**src/rtl/mem_access_unit_pkg.sv**
```systemverilog
// Shared types for the memory access unit: FSM state encoding, LC-3b word type
// and the wait-counter width.
package lc3b_types;

   typedef logic [15:0] lc3b_word;

   typedef enum logic [1:0] {
      ST_IDLE  = 2'd0,
      ST_READ  = 2'd1,
      ST_WRITE = 2'd2,
      ST_DONE  = 2'd3
   } mau_state_e;

   localparam int CNT_W = 16;

endpackage

```
**src/rtl/mem_access_unit_byte_lane_sel.sv**
```systemverilog
// Byte-lane steering: extracts and zero-extends a load lane, replicates a store
// byte across all lanes and builds the byte-enable mask.
module byte_lane_sel #(
   parameter int WIDTH = 16,
   parameter int LANES = WIDTH / 8,
   parameter int LB    = $clog2(LANES)
) (
   input  logic             byte_op,
   input  logic [LB-1:0]    lane,
   input  logic [WIDTH-1:0] mem_rdata,
   input  logic [WIDTH-1:0] store_word,
   output logic [WIDTH-1:0] load_data,
   output logic [WIDTH-1:0] store_data,
   output logic [LANES-1:0] byte_enable
);

   logic [WIDTH-1:0] lane_data;

   always_comb begin
      lane_data      = '0;
      lane_data[7:0] = mem_rdata[{lane, 3'b000} +: 8];
      load_data      = byte_op ? lane_data : mem_rdata;
   end

   // A byte store puts the byte on every lane; the enable mask picks the real one.
   assign store_data  = byte_op ? {LANES{store_word[7:0]}} : store_word;
   assign byte_enable = byte_op ? (LANES'(1) << lane) : '1;

endmodule

```
**src/rtl/mem_access_unit.sv**
```systemverilog
// Single-outstanding load/store engine between a simple request port and a
// memory with a mem_resp completion strobe; handles byte lanes and timeouts.
module mem_access_unit
   import lc3b_types::*;
#(
   parameter int WIDTH      = 16,
   parameter int ADDR_WIDTH = 16,
   parameter int TIMEOUT    = 255
) (
   input  logic                  clk,
   input  logic                  reset,
   input  logic                  req_read,
   input  logic                  req_write,
   input  logic                  byte_op,
   input  logic [ADDR_WIDTH-1:0] addr,
   input  logic [WIDTH-1:0]      wdata,
   output logic                  ready,
   output logic                  done,
   output logic                  error,
   output logic [WIDTH-1:0]      rdata,
   output logic [ADDR_WIDTH-1:0] mem_address,
   output logic                  mem_read,
   output logic                  mem_write,
   output logic [WIDTH/8-1:0]    mem_byte_enable,
   output logic [WIDTH-1:0]      mem_wdata,
   input  logic [WIDTH-1:0]      mem_rdata,
   input  logic                  mem_resp,
   output mau_state_e            state_dbg
);

   localparam int LANES = WIDTH / 8;
   localparam int LB    = $clog2(LANES);
   localparam logic [CNT_W-1:0] WAIT_LAST = CNT_W'(TIMEOUT - 1);

   // Handshake: a request (req_read/req_write) is taken only on a cycle where
   // ready=1; the result is reported by a one-cycle done pulse, with error and
   // rdata valid at that pulse. Memory side: mem_read/mem_write stay high until
   // mem_resp is seen for one cycle, or the wait counter expires.

   mau_state_e            state_q, state_d;
   logic [ADDR_WIDTH-1:0] mar_q;
   logic [WIDTH-1:0]      mdr_q;
   logic [CNT_W-1:0]      wait_q;
   logic                  err_q;
   logic                  byte_q;
   logic                  misaligned;
   logic                  accept;
   logic [WIDTH-1:0]      load_data;

   assign misaligned = !byte_op && (addr[LB-1:0] != '0);
   assign accept     = req_read || req_write;

   byte_lane_sel #(.WIDTH(WIDTH)) u_lane (
      .byte_op     (byte_q),
      .lane        (mar_q[LB-1:0]),
      .mem_rdata   (mem_rdata),
      .store_word  (mdr_q),
      .load_data   (load_data),
      .store_data  (mem_wdata),
      .byte_enable (mem_byte_enable)
   );

   always_ff @(posedge clk or posedge reset) begin
      if (reset) state_q <= ST_IDLE;
      else       state_q <= state_d;
   end

   always_comb begin
      state_d = state_q;
      case (state_q)
         ST_IDLE: begin
            if (accept) begin
               if (misaligned)    state_d = ST_DONE;
               else if (req_read) state_d = ST_READ;
               else               state_d = ST_WRITE;
            end
         end
         ST_READ, ST_WRITE: begin
            if (mem_resp || wait_q == WAIT_LAST) state_d = ST_DONE;
         end
         default: state_d = ST_IDLE;
      endcase
   end

   always_comb begin
      ready       = (state_q == ST_IDLE);
      done        = (state_q == ST_DONE);
      error       = (state_q == ST_DONE) && err_q;
      mem_read    = (state_q == ST_READ);
      mem_write   = (state_q == ST_WRITE);
      mem_address = mar_q;
      rdata       = mdr_q;
      state_dbg   = state_q;
   end

   always_ff @(posedge clk or posedge reset) begin
      if (reset) begin
         mar_q  <= '0;
         mdr_q  <= '0;
         wait_q <= '0;
         err_q  <= 1'b0;
         byte_q <= 1'b0;
      end else begin
         case (state_q)
            ST_IDLE: begin
               if (accept) begin
                  mar_q  <= addr;
                  byte_q <= byte_op;
                  wait_q <= '0;
                  err_q  <= misaligned;
                  if (!req_read) mdr_q <= wdata;
               end
            end
            ST_READ, ST_WRITE: begin
               if (mem_resp) begin
                  if (state_q == ST_READ) mdr_q <= load_data;
               end else begin
                  wait_q <= wait_q + 1'b1;
                  if (wait_q == WAIT_LAST) err_q <= 1'b1;
               end
            end
            default: ;
         endcase
      end
   end

endmodule

```
**config.mk**
```make
export PLATFORM = sky130hd
export DESIGN_NAME = mem_access_unit
export DESIGN_NICKNAME = d
export VERILOG_FILES = /design/src/rtl/mem_access_unit_pkg.sv /design/src/rtl/mem_access_unit_byte_lane_sel.sv /design/src/rtl/mem_access_unit.sv
export SDC_FILE = /design/constraint.sdc
export NUM_CORES = 1
export LEC_CHECK = 0
export CAP_MARGIN = 10
export CORE_ASPECT_RATIO = 0.9
export CORE_UTILIZATION = 40
export CTS_BUF_LIST = sky130_fd_sc_hd__clkbuf_4
export CTS_CLUSTER_SIZE = 20
export DETAILED_ROUTE_END_ITERATION = 8
export GPL_TIMING_DRIVEN = 0
export PLACE_DENSITY = 0.86
export SYNTH_ARGS = -nofsm -noshare
export SYNTH_HDL_FRONTEND = slang
export SYNTH_SLANG_ARGS = --single-unit
```
**constraint.sdc**
```tcl
create_clock -name clk -period 3.5 [get_ports clk]
set_input_delay 0.875 -clock clk [delete_from_list [all_inputs] [get_ports clk]]
set_output_delay 0.875 -clock clk [all_outputs]
set_load 0.05 [all_outputs]
```
After elaboration in Yosys (flattened, before gate mapping)
Cells that the tools add are included.
Widths: inputs -> output; s select.
{ "totals": {"elab_cells": 53, "output_inout_bits": 57, "input_bits": 54, "regBits": 52} }
{ "op_classes": {"reduce_logical": 13, "shifts": 2, "mux": 20, "n_addsub": 1, "eq_ne": 11} }
{ "op_table": {"columns": ["op", "count"], "rows": [
  ["$mux 16", 8],
  ["$pmux 16 s2", 2],
  ["$add 16x1->16 const B", 1],
  ["$eq 16x8->1 const B", 1],
  ["$shiftx 16x5->8", 1],
  ["$ne 2x2->1 const B", 6],
  ["$mux 2", 5],
  ["$reduce_and 5->1", 1],
  ["$eq 2x2->1 const B", 2],
  ["$pmux 2 s2", 1],
  ["$reduce_and 2->1", 2],
  ["$reduce_and 4->1", 1],
  ["$mux 1", 3],
  ["$reduce_and 3->1", 1],
  ["$eq 2x1->1 const B", 1],
  ["$logic_and 1x1->1", 2],
  ["$logic_not 2->1", 1],
  ["$logic_or 1x1->1", 2],
  ["$ne 2x1->1 const B", 1],
  ["$pmux 1 s2", 1],
  ["$reduce_bool 2->1", 1],
  ["$reduce_or 2->1", 1],
  ["$shl 1x1->2 const A", 1],
  ["$logic_not 1->1", 1]
]} }

Depth between registers and ports, before layout
{ "logic_depth": {"word_depth": 5, "ltp_mapped": 8, "ltp_nobuf": 6} }

Modules after synthesis
From an unflattened synthesis, not the netlist that was laid out.
{ "hier_totals": {"hier_cells": 269, "area_unflattened_um2": 2910.3} }
{ "by_module_without_submodules": {"columns": ["mod", "seq_area_each_um2", "cells_each", "n_inst", "area_each_um2"], "rows": [
  ["mem_access_unit", 1301.2, 233, 1, 2537.4],
  ["byte_lane_sel", 0.0, 36, 1, 372.9]
]} }

Worst setup path before layout
Ideal clock, no wire load.
{ "synth_path": {"kind": "reg2reg", "start": "register state_q[0] (netlist: state_dbg[0])", "end": "register wait_q[8]", "t_arrival_ns": 2.735, "required_ns": 3.422, "synth_period_minus_slack_ns": 2.813, "path_slack_ns": 0.687, "path_stages_with_launch": 8, "setup_ns": 0.078, "n_path_buf": 1, "cell_sequence": "dfrtp_1 > inv_1 > ha_1 > nor3b_4 > or4b_4 > buf_2 > or4_1 > a21oi_1"} }
{ "synth_via": {"elab_cells_between_ends": 9, "classes_between": "eq/ne: 4; mux: 1; reduce/logical: 4"} }
{ "synth_rtl": {"columns": ["item", "line_no", "text"], "rows": [
  ["from (decl)", "mem_access_unit.sv:40", "mau_state_e state_q, state_d;"],
  ["from (signal assigned)", "mem_access_unit.sv:65", "else state_q <= state_d;"],
  ["$logic_not 2->1 (*)", null, null],
  ["named net ready", "mem_access_unit.sv:17", "output logic ready,"],
  ["$ne 2x1->1 (no line) / $reduce_bool 2->1 (equally long branches)", null, null],
  ["$reduce_and 3->1 (no line)", null, null],
  ["to (signal assigned)", "mem_access_unit.sv:118", "wait_q <= wait_q + 1'b1;"],
  ["to (decl)", "mem_access_unit.sv:43", "logic [CNT_W-1:0] wait_q;"]
]} }
Mark *: on every way through the listed nets, which the timed path passes. The rest lies on a longest branch.
A chain may end at the register's enable or synchronous reset.

Worst setup path in the final report
{ "layout_path": {"start": "register byte_q", "end": "output mem_wdata[9]"} }
{ "layout_via": {"elab_chain_cells": 1} }
{ "layout_rtl": {"columns": ["item", "line_no", "text"], "rows": [
  ["from (decl)", "mem_access_unit.sv:45", "logic byte_q;"],
  ["from (signal assigned)", "mem_access_unit.sv:108", "byte_q <= byte_op;"],
  ["$mux 16", "mem_access_unit_byte_lane_sel.sv:26", "assign store_data = byte_op ? {LANES{store_word[7:0]}} : store_word;"],
  ["to (decl)", "mem_access_unit.sv:25", "output logic [WIDTH-1:0] mem_wdata,"]
]} }
Every way passes these cells.

==> impl_metrics.env <==
export IMPL_ff2ff_setup_slack_ns=1.03
export IMPL_grt_pass1_wl_mm=12.0
export IMPL_r2r_end="wait_q[8]"
export IMPL_crit_type="flip-flop to output pin"
export IMPL_cts_setup_buffers=0
export IMPL_fin_nets=451
export IMPL_topRoutingLayerUsed="met4"
export IMPL_fmax_mhz=300
export IMPL_rows=28
export IMPL_drtPass1Iterations=4
export IMPL_finalSetupViolations=0
export IMPL_grt_overflow_total=0
export IMPL_drv_slew=0
export IMPL_fp_coreArea_um2=6730
export IMPL_drt_iter0_drc=141
export IMPL_synth_area_um2=2860
export IMPL_max_stage_delay_ns=0.72
export IMPL_cts_root_buf="clkbuf_4"
export IMPL_wl_per_cell_um=15.3
export IMPL_route_met3_wl_um=528
export IMPL_pin_count=111
export IMPL_cts_resized=0
export IMPL_fin_tns_setup_ns=0
export IMPL_min_path_type="flip-flop to flip-flop"
export IMPL_cts_buffer_depth=2
export IMPL_numPortBuffers=110
export IMPL_path_clk_slew_ns=0.14
export IMPL_n_antenna_cell=0
export IMPL_slowest_stage="clkdlybuf4s50_1"
export IMPL_drive_above_1_share_pct=16.1
export IMPL_cts_hold_buf=0
export IMPL_required_ns=2.62
export IMPL_grt_total_usage_pct=20.4
export IMPL_area_growth_syn_to_layout_pct=45.3
export IMPL_clk_latency_ns=0.38
export IMPL_clock_sinks=52
export IMPL_r2r_start="state_dbg[0]"
export IMPL_post_route_min_period_ns=3.33
export IMPL_hold_violations=0
export IMPL_maxSlewHeadroom_pct=39.4
export IMPL_yosysWarnings=0
export IMPL_whs_endpoint="mem_address[11]"
export IMPL_synthesis_nets=333
export IMPL_hold_depth=1
export IMPL_initial_core_util_pct=42.4
export IMPL_finClkSkew_ns=0.0180
export IMPL_final_core_util_pct=61.7
export IMPL_grt_max_degree=42
export IMPL_rsz0062_at_grt="false"
export IMPL_syn_inst=273
export IMPL_drt_wl_total_mm=7.38
export IMPL_wl_met1_mm=2.99
export IMPL_cap_violations=0
export IMPL_dieArea_um2=7480
export IMPL_remaining_drc_errors=0
export IMPL_cp_max_fo=10
export IMPL_via_per_inst=5.24
export IMPL_ant_nets=0
export IMPL_wl_met2_mm=3.78
export IMPL_antenna_found_initial=0
export IMPL_die_w_um=91.1
export IMPL_cts_max_level=2
export IMPL_hold_slack_ns=0.522
export IMPL_num_vias=2525
export IMPL_syn_avg_cell_area_um2=10.5
export IMPL_status="finished, final reports clean"
export IMPL_seq_area_frac_synth_pct=45.6
export IMPL_worst_pin_slew_ns=0.904
export IMPL_cts_tree="done"
export IMPL_reg2reg_depth=8
export IMPL_die_y_um=82.2
export IMPL_stdcell_count=482
export IMPL_crit_path_end_kind="output pin"
export IMPL_min_from="mem_address[11]"
export IMPL_arrival_ns=2.45
export IMPL_finalCritPeriodShare_pct=95.1
export IMPL_path_cells="clkbuf_1 > mux2_2 > clkdlybuf4s50_1"
export IMPL_gp_congestion=0.895
export IMPL_ys_ff_latch=52
export IMPL_dpl_cell_count=474
export IMPL_dp_hpwl_mm=5.75
export IMPL_grt_pass1_vias=2530
export IMPL_crit_path_start_kind="flip-flop"
export IMPL_yosysUniqueCellTypes=39
export IMPL_numCtsBuffers=5
==> sequential cells by signal (all words and copies together) (netlist names) <==
| signal | cells |
|---|---|
| mem_address | 16 |
| state_dbg | 2 |
| byte_q | 1 |
| err_q | 1 |
| wait_q | 16 |
| rdata | 16 |
==> worst max path at each step <==
stage,start,end
floorplan,state_dbg[0],wait_q[8]
global placement,req_read,byte_q
CTS,byte_q,mem_wdata[9]
finish,byte_q,mem_wdata[9]
detailed placement,req_read,mem_address[14]
global route,byte_q,mem_wdata[9]
==> area by class of cell <==
cell class / count / area, um2
Clock buffer: 5 / 37.5
Clock inverter: 3 / 21.3
Tap cell: 90 / 113
Inverter: 8 / 30.0
Multi-Input combinational cell: 190 / 1390
Sequential cell: 52 / 1300
Fill cell: 574 / 2580
Buffer: 23 / 130
Timing Repair Buffer: 111 / 1120
==> critical path: cells and delay by family (launching register included) <==
kind | cells | cell delay [ns]
multiplexers | 1 | 0.40
flip-flops | 1 | 0.40
buffers and inverters | 2 | 1.28
==> logic make-up (layout without fill, tap and decap cells) <==
logic type	after synthesis	in the layout	synth area share, %
AND/OR/NAND/NOR	84	84	17.1
AO/OA/AOI/OAI	55	55	11.7
flip-flops	52	52	45.6
multiplexers	44	44	17.0
buffers and inverters	31	150	5.61
adder cells (fa/ha/maj)	6	6	2.63
XOR/XNOR	1	1	0.307
==> cell usage in the layout (no fill, tap or decap), types with 4 or more instances in the layout <==
master             n
clkdlybuf4s50_1  110
dfrtp_1           52
a21oi_1           36
mux2_2            29
nor2_1            21
nor2b_1           11
nand2_1           11
mux2i_1           10
clkbuf_1           9
or4_1              9
buf_4              9
o31ai_1            8
inv_1              7
or3_1              6
ha_1               6
o21ai_1            5
nand2b_1           5
clkbuf_4           5
mux2_1             4
nand3_1            4
==> per-layer routing <==
metal | track usage (%) | up-vias
met5 | 0 | -
met4 | 6.35 | 0
met3 | 4.58 | 6
met2 | 36.1 | 97
met1 | 25.3 | 1219
li1 | - | 1203
==> cell usage after synthesis (all sizes together) <==
| master | count | area (um2) |
|---|---|---|
| nor4 | 1 | 6.26 |
| ha | 6 | 75.1 |
| a31oi | 1 | 21.3 |
| buf | 14 | 96.3 |
| mux2 | 34 | 387 |
| nand2b | 5 | 31.3 |
| nor3 | 2 | 10.0 |
| clkbuf | 9 | 33.8 |
| dfrtp | 52 | 1300 |
| and4 | 2 | 18.8 |
| xnor2 | 1 | 8.76 |
| nor3b | 1 | 18.8 |
| or4b | 1 | 13.8 |
| or3 | 6 | 37.5 |
| nand4b | 1 | 8.76 |
| a221oi | 2 | 30.0 |
| nand3 | 4 | 20.0 |
| nand2 | 11 | 41.3 |
| a211o | 1 | 8.76 |
| a21oi | 36 | 180 |
| o21ai | 7 | 35.0 |
| nor2b | 11 | 68.8 |
| or4 | 11 | 90.1 |
| o31ai | 8 | 60.1 |
| inv | 8 | 30.0 |
| or2 | 2 | 12.5 |
| and2 | 2 | 12.5 |
| nor2 | 22 | 85.1 |
| mux2i | 10 | 100 |
| nand4 | 2 | 12.5 |
==> metrics by stage <==
stage	setup slack, ns	area [um2]
6_report	0.171	4150
5_1_grt	0.0717	4150
4_1_cts	0.153	4150
3_5_place_dp	0.287	4090
3_3_place_gp	0.288	4070
2_1_floorplan	0.687	2860
Power is left out: the tool's default activity adds up to more than one toggle a clock period on the data nets, which glitch-free logic cannot reach.
